## config.mk

```make
export PLATFORM = sky130hd
export DESIGN_NAME = decode
export DESIGN_NICKNAME = d
export VERILOG_FILES = /design/src/rtl/decode.sv
export SDC_FILE = /design/constraint.sdc
export NUM_CORES = 2
export LEC_CHECK = 0
export ABC_AREA = 0
export CAP_MARGIN = 20
export CORE_UTILIZATION = 65
export CTS_CLUSTER_SIZE = 40
export DETAILED_ROUTE_END_ITERATION = 8
export PLACE_DENSITY = 0.91
export SLEW_MARGIN = 20
export SYNTH_ARGS = -nofsm -noshare
export SYNTH_HDL_FRONTEND = slang
export SYNTH_SLANG_ARGS = --single-unit
```

## constraint.sdc

```tcl
create_clock -name clk -period 145.7 [get_ports clk]
set_clock_uncertainty 0.05 [all_clocks]
set_input_delay 43.71 -clock clk [delete_from_list [all_inputs] [get_ports clk]]
set_output_delay 43.71 -clock clk [all_outputs]
set_load 0.03 [all_outputs]
```

## src/rtl/decode.sv

```systemverilog
// decode: RV32I decode stage.
// Decodes the instruction held by fetch and reads the 32x32 register file, which
// lives here; writeback writes into it. The result goes into the registered
// decode-to-execute bundle. A load-use hazard stalls fetch and inserts one bubble.
// Ports:
//   clk, reset                     clock, async active-high reset
//   fe_instr, fe_pc, fe_pc_r       fetch outputs (instruction, pc, wrong-path flag)
//   ex_flush                       execute redirect; squash the next bundle
//   wb_we, wb_rd, wb_data          register file write port
//   fe_stall                       combinational; fetch holds this cycle
//   de_*                           registered bundle to execute
module decode #(
  parameter logic [31:0] RESET_PC  = 32'h0000_0000,
  parameter bit          WB_BYPASS = 1'b1
) (
  input  logic        clk,
  input  logic        reset,
  input  logic [31:0] fe_instr,
  input  logic [31:0] fe_pc,
  input  logic        fe_pc_r,
  input  logic        ex_flush,
  input  logic        wb_we,
  input  logic [4:0]  wb_rd,
  input  logic [31:0] wb_data,
  output logic        fe_stall,
  output logic        de_valid,
  output logic [31:0] de_pc,
  output logic [31:0] de_rs1_val,
  output logic [31:0] de_rs2_val,
  output logic [31:0] de_imm,
  output logic [4:0]  de_rs1,
  output logic [4:0]  de_rs2,
  output logic [4:0]  de_rd,
  output logic [2:0]  de_funct3,
  output logic [3:0]  de_alu_op,
  output logic        de_src_imm,
  output logic        de_reg_we,
  output logic        de_is_load,
  output logic        de_is_store,
  output logic        de_is_branch,
  output logic        de_is_jal,
  output logic        de_is_jalr,
  output logic        de_illegal
);

  localparam logic [6:0] OPC_OP     = 7'b0110011;
  localparam logic [6:0] OPC_OP_IMM = 7'b0010011;
  localparam logic [6:0] OPC_LOAD   = 7'b0000011;
  localparam logic [6:0] OPC_STORE  = 7'b0100011;
  localparam logic [6:0] OPC_BRANCH = 7'b1100011;
  localparam logic [6:0] OPC_LUI    = 7'b0110111;
  localparam logic [6:0] OPC_AUIPC  = 7'b0010111;
  localparam logic [6:0] OPC_JAL    = 7'b1101111;
  localparam logic [6:0] OPC_JALR   = 7'b1100111;

  localparam logic [3:0] ALU_ADD = 4'd0,  ALU_SUB  = 4'd1,  ALU_SLL = 4'd2,  ALU_SLT = 4'd3;
  localparam logic [3:0] ALU_SLTU = 4'd4, ALU_XOR  = 4'd5,  ALU_SRL = 4'd6,  ALU_SRA = 4'd7;
  localparam logic [3:0] ALU_OR  = 4'd8,  ALU_AND  = 4'd9,  ALU_PASS_IMM = 4'd10;
  localparam logic [3:0] ALU_ADD_PC = 4'd11;

  // Register file. Entry 0 is never written and is masked on read.
  logic [31:0] regs_q [0:31];
  logic [31:0] regs_d [0:31];

  always_comb begin
    regs_d = regs_q;
    if (wb_we && (wb_rd != 5'd0)) regs_d[wb_rd] = wb_data;
  end

  always_ff @(posedge clk or posedge reset) begin
    if (reset) begin
      for (int i = 0; i < 32; i++) regs_q[i] <= '0;
    end else begin
      regs_q <= regs_d;
    end
  end

  logic [6:0]  opcode;
  logic [4:0]  rs1, rs2, rd;
  logic [2:0]  funct3;
  logic        f7_b5;
  logic [31:0] rs1_val, rs2_val;

  assign opcode = fe_instr[6:0];
  assign rd     = fe_instr[11:7];
  assign funct3 = fe_instr[14:12];
  assign rs1    = fe_instr[19:15];
  assign rs2    = fe_instr[24:20];
  assign f7_b5  = fe_instr[30];

  always_comb begin
    if (rs1 == 5'd0)                                rs1_val = '0;
    else if (WB_BYPASS && wb_we && (wb_rd == rs1))  rs1_val = wb_data;
    else                                            rs1_val = regs_q[rs1];
    if (rs2 == 5'd0)                                rs2_val = '0;
    else if (WB_BYPASS && wb_we && (wb_rd == rs2))  rs2_val = wb_data;
    else                                            rs2_val = regs_q[rs2];
  end

  // funct3 to ALU op; SUB only exists for register-register forms.
  function automatic logic [3:0] alu_f3(input logic [2:0] f3, input logic b5, input logic is_reg);
    case (f3)
      3'd0:    alu_f3 = (is_reg && b5) ? ALU_SUB : ALU_ADD;
      3'd1:    alu_f3 = ALU_SLL;
      3'd2:    alu_f3 = ALU_SLT;
      3'd3:    alu_f3 = ALU_SLTU;
      3'd4:    alu_f3 = ALU_XOR;
      3'd5:    alu_f3 = b5 ? ALU_SRA : ALU_SRL;
      3'd6:    alu_f3 = ALU_OR;
      default: alu_f3 = ALU_AND;
    endcase
  endfunction

  logic [31:0] imm;
  logic [3:0]  alu_op;
  logic        src_imm, writes_rd, is_load, is_store, is_branch, is_jal, is_jalr, illegal;
  logic        uses_rs1, uses_rs2;

  always_comb begin
    imm       = '0;
    alu_op    = ALU_ADD;
    src_imm   = 1'b0;
    writes_rd = 1'b0;
    is_load   = 1'b0;
    is_store  = 1'b0;
    is_branch = 1'b0;
    is_jal    = 1'b0;
    is_jalr   = 1'b0;
    illegal   = 1'b0;
    uses_rs1  = 1'b1;
    uses_rs2  = 1'b0;
    case (opcode)
      OPC_OP: begin
        alu_op = alu_f3(funct3, f7_b5, 1'b1); writes_rd = 1'b1; uses_rs2 = 1'b1;
      end
      OPC_OP_IMM: begin
        imm = {{20{fe_instr[31]}}, fe_instr[31:20]};
        alu_op = alu_f3(funct3, f7_b5, 1'b0); src_imm = 1'b1; writes_rd = 1'b1;
      end
      OPC_LOAD: begin
        imm = {{20{fe_instr[31]}}, fe_instr[31:20]};
        src_imm = 1'b1; writes_rd = 1'b1; is_load = 1'b1;
      end
      OPC_STORE: begin
        imm = {{20{fe_instr[31]}}, fe_instr[31:25], fe_instr[11:7]};
        src_imm = 1'b1; is_store = 1'b1; uses_rs2 = 1'b1;
      end
      OPC_BRANCH: begin
        imm = {{19{fe_instr[31]}}, fe_instr[31], fe_instr[7], fe_instr[30:25], fe_instr[11:8], 1'b0};
        alu_op = ALU_SUB; is_branch = 1'b1; uses_rs2 = 1'b1;
      end
      OPC_LUI: begin
        imm = {fe_instr[31:12], 12'b0};
        alu_op = ALU_PASS_IMM; src_imm = 1'b1; writes_rd = 1'b1; uses_rs1 = 1'b0;
      end
      OPC_AUIPC: begin
        imm = {fe_instr[31:12], 12'b0};
        alu_op = ALU_ADD_PC; src_imm = 1'b1; writes_rd = 1'b1; uses_rs1 = 1'b0;
      end
      OPC_JAL: begin
        // ALU forms the target pc + imm; the link value is computed in execute.
        imm = {{11{fe_instr[31]}}, fe_instr[31], fe_instr[19:12], fe_instr[20], fe_instr[30:21], 1'b0};
        alu_op = ALU_ADD_PC; src_imm = 1'b1; writes_rd = 1'b1; is_jal = 1'b1; uses_rs1 = 1'b0;
      end
      OPC_JALR: begin
        imm = {{20{fe_instr[31]}}, fe_instr[31:20]};
        src_imm = 1'b1; writes_rd = 1'b1; is_jalr = 1'b1;
      end
      default: illegal = 1'b1;
    endcase
  end

  logic de_valid_q, de_valid_d, de_is_load_q, de_is_load_d;
  logic [4:0] de_rd_q, de_rd_d;
  logic hazard, squash, bubble;

  assign hazard = de_valid_q && de_is_load_q && (de_rd_q != 5'd0) &&
                  ((uses_rs1 && (rs1 == de_rd_q)) || (uses_rs2 && (rs2 == de_rd_q)));
  assign squash = ex_flush || fe_pc_r;
  // A squashed instruction is wrong-path, so holding fetch for it is pointless.
  assign fe_stall = hazard && !squash;
  assign bubble   = hazard || squash;

  logic [31:0] de_pc_q, de_pc_d, de_rs1_val_q, de_rs1_val_d, de_rs2_val_q, de_rs2_val_d;
  logic [31:0] de_imm_q, de_imm_d;
  logic [4:0]  de_rs1_q, de_rs1_d, de_rs2_q, de_rs2_d;
  logic [2:0]  de_funct3_q, de_funct3_d;
  logic [3:0]  de_alu_op_q, de_alu_op_d;
  logic        de_src_imm_q, de_src_imm_d, de_reg_we_q, de_reg_we_d;
  logic        de_is_store_q, de_is_store_d, de_is_branch_q, de_is_branch_d;
  logic        de_is_jal_q, de_is_jal_d, de_is_jalr_q, de_is_jalr_d, de_illegal_q, de_illegal_d;

  always_comb begin
    de_pc_d        = fe_pc;
    de_rs1_val_d   = rs1_val;
    de_rs2_val_d   = rs2_val;
    de_imm_d       = imm;
    de_rs1_d       = rs1;
    de_rs2_d       = rs2;
    de_rd_d        = rd;
    de_funct3_d    = funct3;
    de_alu_op_d    = alu_op;
    de_src_imm_d   = src_imm;
    de_valid_d     = !bubble;
    de_reg_we_d    = !bubble && writes_rd && (rd != 5'd0);
    de_is_load_d   = !bubble && is_load;
    de_is_store_d  = !bubble && is_store;
    de_is_branch_d = !bubble && is_branch;
    de_is_jal_d    = !bubble && is_jal;
    de_is_jalr_d   = !bubble && is_jalr;
    de_illegal_d   = !bubble && illegal;
  end

  always_ff @(posedge clk or posedge reset) begin
    if (reset) begin
      de_valid_q <= 1'b0;    de_pc_q <= RESET_PC;   de_rs1_val_q <= '0;   de_rs2_val_q <= '0;
      de_imm_q <= '0;        de_rs1_q <= '0;        de_rs2_q <= '0;       de_rd_q <= '0;
      de_funct3_q <= '0;     de_alu_op_q <= '0;     de_src_imm_q <= 1'b0; de_reg_we_q <= 1'b0;
      de_is_load_q <= 1'b0;  de_is_store_q <= 1'b0; de_is_branch_q <= 1'b0;
      de_is_jal_q <= 1'b0;   de_is_jalr_q <= 1'b0;  de_illegal_q <= 1'b0;
    end else begin
      de_valid_q <= de_valid_d;       de_pc_q <= de_pc_d;             de_rs1_val_q <= de_rs1_val_d;
      de_rs2_val_q <= de_rs2_val_d;   de_imm_q <= de_imm_d;           de_rs1_q <= de_rs1_d;
      de_rs2_q <= de_rs2_d;           de_rd_q <= de_rd_d;             de_funct3_q <= de_funct3_d;
      de_alu_op_q <= de_alu_op_d;     de_src_imm_q <= de_src_imm_d;   de_reg_we_q <= de_reg_we_d;
      de_is_load_q <= de_is_load_d;   de_is_store_q <= de_is_store_d; de_is_branch_q <= de_is_branch_d;
      de_is_jal_q <= de_is_jal_d;     de_is_jalr_q <= de_is_jalr_d;   de_illegal_q <= de_illegal_d;
    end
  end

  assign de_valid = de_valid_q;     assign de_pc = de_pc_q;         assign de_rs1_val = de_rs1_val_q;
  assign de_rs2_val = de_rs2_val_q; assign de_imm = de_imm_q;       assign de_rs1 = de_rs1_q;
  assign de_rs2 = de_rs2_q;         assign de_rd = de_rd_q;         assign de_funct3 = de_funct3_q;
  assign de_alu_op = de_alu_op_q;   assign de_src_imm = de_src_imm_q; assign de_reg_we = de_reg_we_q;
  assign de_is_load = de_is_load_q; assign de_is_store = de_is_store_q; assign de_is_branch = de_is_branch_q;
  assign de_is_jal = de_is_jal_q;   assign de_is_jalr = de_is_jalr_q; assign de_illegal = de_illegal_q;

endmodule

```

### Yosys cells after proc, flatten, opt, wreduce, memory -nomap -nowiden

Index checks and enable logic that the tools add are counted.

* logic and storage cells: 142
* register bits after elaboration: 1183
* bits of input ports: 106
* output and inout bits: 160

* equal/unequal tests: 19
* reductions and logical operators: 37
* muxes and demuxes: 29
* bitwise operators: 3
* magnitude comparators: 4

Operator list (count)
* $bwmux W1024: 1
* $bmux W32 S5: 2
* $mux W32: 9
* $demux W32 S5: 1
* $pmux W32 S5: 1
* $pmux W4 S7: 2
* $eq A7 B6 Y1 const B: 3
* $eq A7 B7 Y1 const B: 3
* $eq A5 B5 Y1: 4
* $pmux W4 S5: 1
* $ge A6 B6 Y1 const B: 3
* $logic_and A1 B1 Y1: 18
* $not A5 Y6: 3
* $reduce_bool A5 Y1: 3
* $eq A7 B5 Y1 const B: 2
* $reduce_or A7 Y1: 2
* $mux W1: 12
* $logic_not A5 Y1: 2
* $eq A3 B3 Y1 const B: 3
* $reduce_or A3 Y1: 3
* $reduce_or A9 Y1: 1
* $eq A7 B2 Y1 const B: 1
* $eq A3 B2 Y1 const B: 2
* $lt A6 B1 Y1 const B: 1
* other kinds (5): 9

### Longest topological paths before layout

* depth after elaboration: 10
* gate-level depth with buffers: 10
* mapped depth without buffers: 6

### Least setup slack after synthesis

OpenSTA, ideal clock, no wires.

* path type: input port to output port
* start point: in fe_instr[20]
* end point: out fe_stall
* data arrival time: 45.646 ns
* data required time: 101.940 ns
* stages: 8
* buffers on the path: 3
* slack: 56.294 ns
* path through: buf_2 buf_4 buf_6 xnor2_1 nand4_1 nor4_1 o2111ai_2 nor3_1

* longest elaborated chain between the ends: 5

RTL lines
* start: declaration: RTL line 18 `input logic [31:0] fe_instr,`
* $eq A5 B5 Y1: RTL line 178 `((uses_rs1 && (rs1 == de_rd_q)) || (uses_rs2 && (rs2 == de_rd_q)));`
* $logic_and A1 B1 Y1: RTL line 178
* $logic_or A1 B1 Y1: RTL line 178
* $logic_and A1 B1 Y1: RTL line 177 `assign hazard = de_valid_q && de_is_load_q && (de_rd_q != 5'd0) &&`
* $logic_and A1 B1 Y1: RTL line 181 `assign fe_stall = hazard && !squash;`
* end: declaration: RTL line 25 `output logic fe_stall,`

Every way passes these cells.

### Worst setup path in the final report

* start point: in fe_instr[6]
* end point: out fe_stall

* longest elaborated chain between the ends: 7

RTL lines
* $eq A7 B7 Y1, or another cell as far along: RTL line 132 `case (opcode)`
* $reduce_or A3 Y1 (no source line)
* $mux W1: RTL line 132
* $logic_and A1 B1 Y1: RTL line 178
* $logic_or A1 B1 Y1 (*): RTL line 178
* $logic_and A1 B1 Y1 (*): RTL line 177
* $logic_and A1 B1 Y1 (*): RTL line 181

Mark *: on every way between the ends. The rest lies on a longest branch, timed or not.

==> out/qor.yml <==
logic_synthesis:
  synth_mux_area_share_pct: 37.9
  synth_top_cell_area_share_pct: 49.0
  synth_fa_ha_area_share_pct: 0
  netlist_top_cells_count: "1,183 x dfrtp_1, 984 x mux2_2, 368 x mux2i_1"
  syn_nets: 4326
  synth-xor-area-share_pct: 0.275
  synth.cell_area_um2: 60500
  synth-main-ff-cell: "dfrtp_1"
  synth_area_leaders: "dfrtp_1 49%, mux2_2 18%, mux4_2 13%"
  syn_area_per_cell_um2: 14.3
  synth-simple-area-share_pct: 2.59
  ys_ff_latch: 1183
  synth_top_family_by_area: "multiplexers"
  yosysTopAreaCell: "dfrtp_1"
  synth-seq-area-share_pct: 49.0
  synth-edff-count: 0
  synthArstFlopShare_pct: 100
  ys_types: 62
  yosysMostFrequentCell: "dfrtp_1"
  yosysWarnings: 0
  syn_inst: 4220
  synth_compound_area_share_pct: 6.43
detailed_routing:
  postRouteAntennaNets: 0
  wl_per_cell_um: 32.6
  first_pass_iters: 6
  drtIter0Drc: 5974
  avgViaCountPerCell: 7.51
  drcViolationCount: 0
  vias: 41900
  drt-total-wl_um: 182000
worst_setup_path:
  path_cells: "clkdlybuf4s50_1 > or3b_1 > a21oi_1 > buf_4 > nor4_1 > o2111ai_2 > nor3_1 > clkdlybuf4s50_1"
  cpMostUsedCell: "clkdlybuf4s50_1"
  start_kind: "input pin"
  crit_family: "buffers and inverters"
  path_max_fanout: 12
  worstPathArrival_ns: 46.59
  critical_path_required_ns: 101.94
  cp_slowest_cell: "clkdlybuf4s50_1"
  worst-path-buf-inv: 3
  worstSetupPathType: "in2out"
  critPathCaptureType: "output port"
  slowest_delay_ns: 0.73
final_layout:
  syn_to_final_growth_pct: 11.7
  fin_nets: 4341
  layout-drive-gt1-share_pct: 39.5
  final_core_util_pct: 73.5
  stdcell_count: 5585
global_routing:
  overflow: 0
  antenna_found_initial: 12
  grt_pass1_vias: 43500
  grt_max_degree: 184
  track_usage_pct: 39.0
  grt_pass1_wl_um: 273000
clocking:
  cts.repair.resized: 0
  cts_hold_buf: 0
  cts.sinks: 1183
  cts_tree: "yes"
  post-cts-setup-buffers: 0
  clkLatencyLatePin_ns: 0.73
  h-tree-depth: 3
  cts_made_buffers: 117
  clkTransAtPathRegs_ns: 0.06
  cts.path.max_buffers: 3
  cts-root-buf: "clkbuf_16"
placed_design:
  dpl.cell_count: 5359
  dp_hpwl_um: 103000
  finalWeightedCongestion: 0.884
  io_buffer_count: 265
timing:
  hold_viol: 0
  period_needed_ns: 90.35
  post-route-period-util_pct: 62.0
  slew_viol_final: 0
  max_freq_mhz: 11.1
  tightest_slew_ns: 1.15
  slew_headroom_pct: 23.2
  grt_setup_unrepaired: "false"
  setup_viol: 0
  tns_ns: 0
die:
  core_region_area_um2: 91900
  rows: 111
  die_area_um2: 94300
  ioPinCount: 266
  chipWidth_um: 307
  initial_core_util_pct: 65.8
  fp.dieH_um: 307
pwr:
  p_leak_nw: 29.7
  ir_worst_vdd_mv: 0.0114
  powerDensity_nw_per_um2: 14.0
flow_run:
  cap_violations: 0
worst_hold_path:
  hp-class: "reg2reg"
status:
  status: "complete, no violations"
==> layout by cell type (no fill, tap or decap), drive strengths merged, types with 69 or more instances in the layout <==
cell type,Yosys,final
clkdlybuf4s50,0,237
mux4,357,357
clkbuf,216,174
dfrtp,1183,1183
a221oi,80,80
a22oi,69,69
buf,248,122
a21oi,94,94
mux2,992,992
o21ai,72,72
mux2i,368,368
nor2b,71,71
a211oi,80,80
==> sequential cells by signal, summed over array words and instances (netlist names) <==
signal,cells
de_alu_op,4
de_funct3,3
de_illegal,1
de_imm,32
de_is_branch,1
de_is_jal,1
de_is_jalr,1
de_is_load,1
de_is_store,1
de_pc,32
de_rd,5
de_reg_we,1
de_rs1,5
de_rs1_val,32
de_rs2,5
de_rs2_val,32
de_src_imm,1
de_valid,1
regs_q,1024
==> layer usage <==
metal / vias up / wire, um / GRT usage, %
met5: - / 73 / 0
met4: 12 / 13100 / 25.1
met3: 912 / 23100 / 12.6
met2: 3316 / 81700 / 57.9
met1: 21500 / 63900 / 49.7
li1: 16200 / - / -
==> metrics by stage <==
step,area (um^2),hold slack (ns),power [mW],setup slack [ns]
after global placement,63400,0.325,0.601,55.54
after detailed placement,63300,0.334,0.614,55.45
after global routing,67500,0.359,0.978,55.22
after floorplan,60500,0.388,0.561,56.29
after CTS,67600,0.347,0.945,55.42
final,67500,0.346,0.948,55.35
==> cells by family after synthesis <==
logic type	Yosys count
compound gates	546
xor+xnor	19
buf+inv	469
flops	1183
mux	1717
simple gates	286
==> final timing paths <==
kind                                         start                  endpoint  slack, ns  depth (start not counted)
setup / recovery                       fe_instr[6]                  fe_stall      55.35                          8
hold / removal             regs_q[996]$_DFFE_PP0P_   regs_q[996]$_DFFE_PP0P_       0.35                          0
setup reg to reg           regs_q[990]$_DFFE_PP0P_  de_rs1_val[30]$_DFF_PP0_     143.48                          5
hold reg to reg            regs_q[996]$_DFFE_PP0P_   regs_q[996]$_DFFE_PP0P_       0.35                          0
max in group asynchronous                    reset   de_rs1_val[5]$_DFF_PP0_      98.93                          5
min in group asynchronous                    reset   regs_q[955]$_DFFE_PP0P_      43.51                          2
==> where the power goes <==
part	internal [mW]	total [mW]	switching (mW)
Sequential	0.386	0.431	0.0451
Combinational	0.103	0.187	0.0841
Clock	0.199	0.330	0.132
==> layout make-up <==
class                   count  area (um^2)
clock buffers             173         3520
flip-flops and latches   1183        29600
well taps                1243         1560
multi-input cells        2568        28800
inverters                   5         26.3
clock inverters            45          716
repair buffers            360         3320
diodes                      8         20.0
fillers                  5335        24400
(Power assumes the default switching activity.)
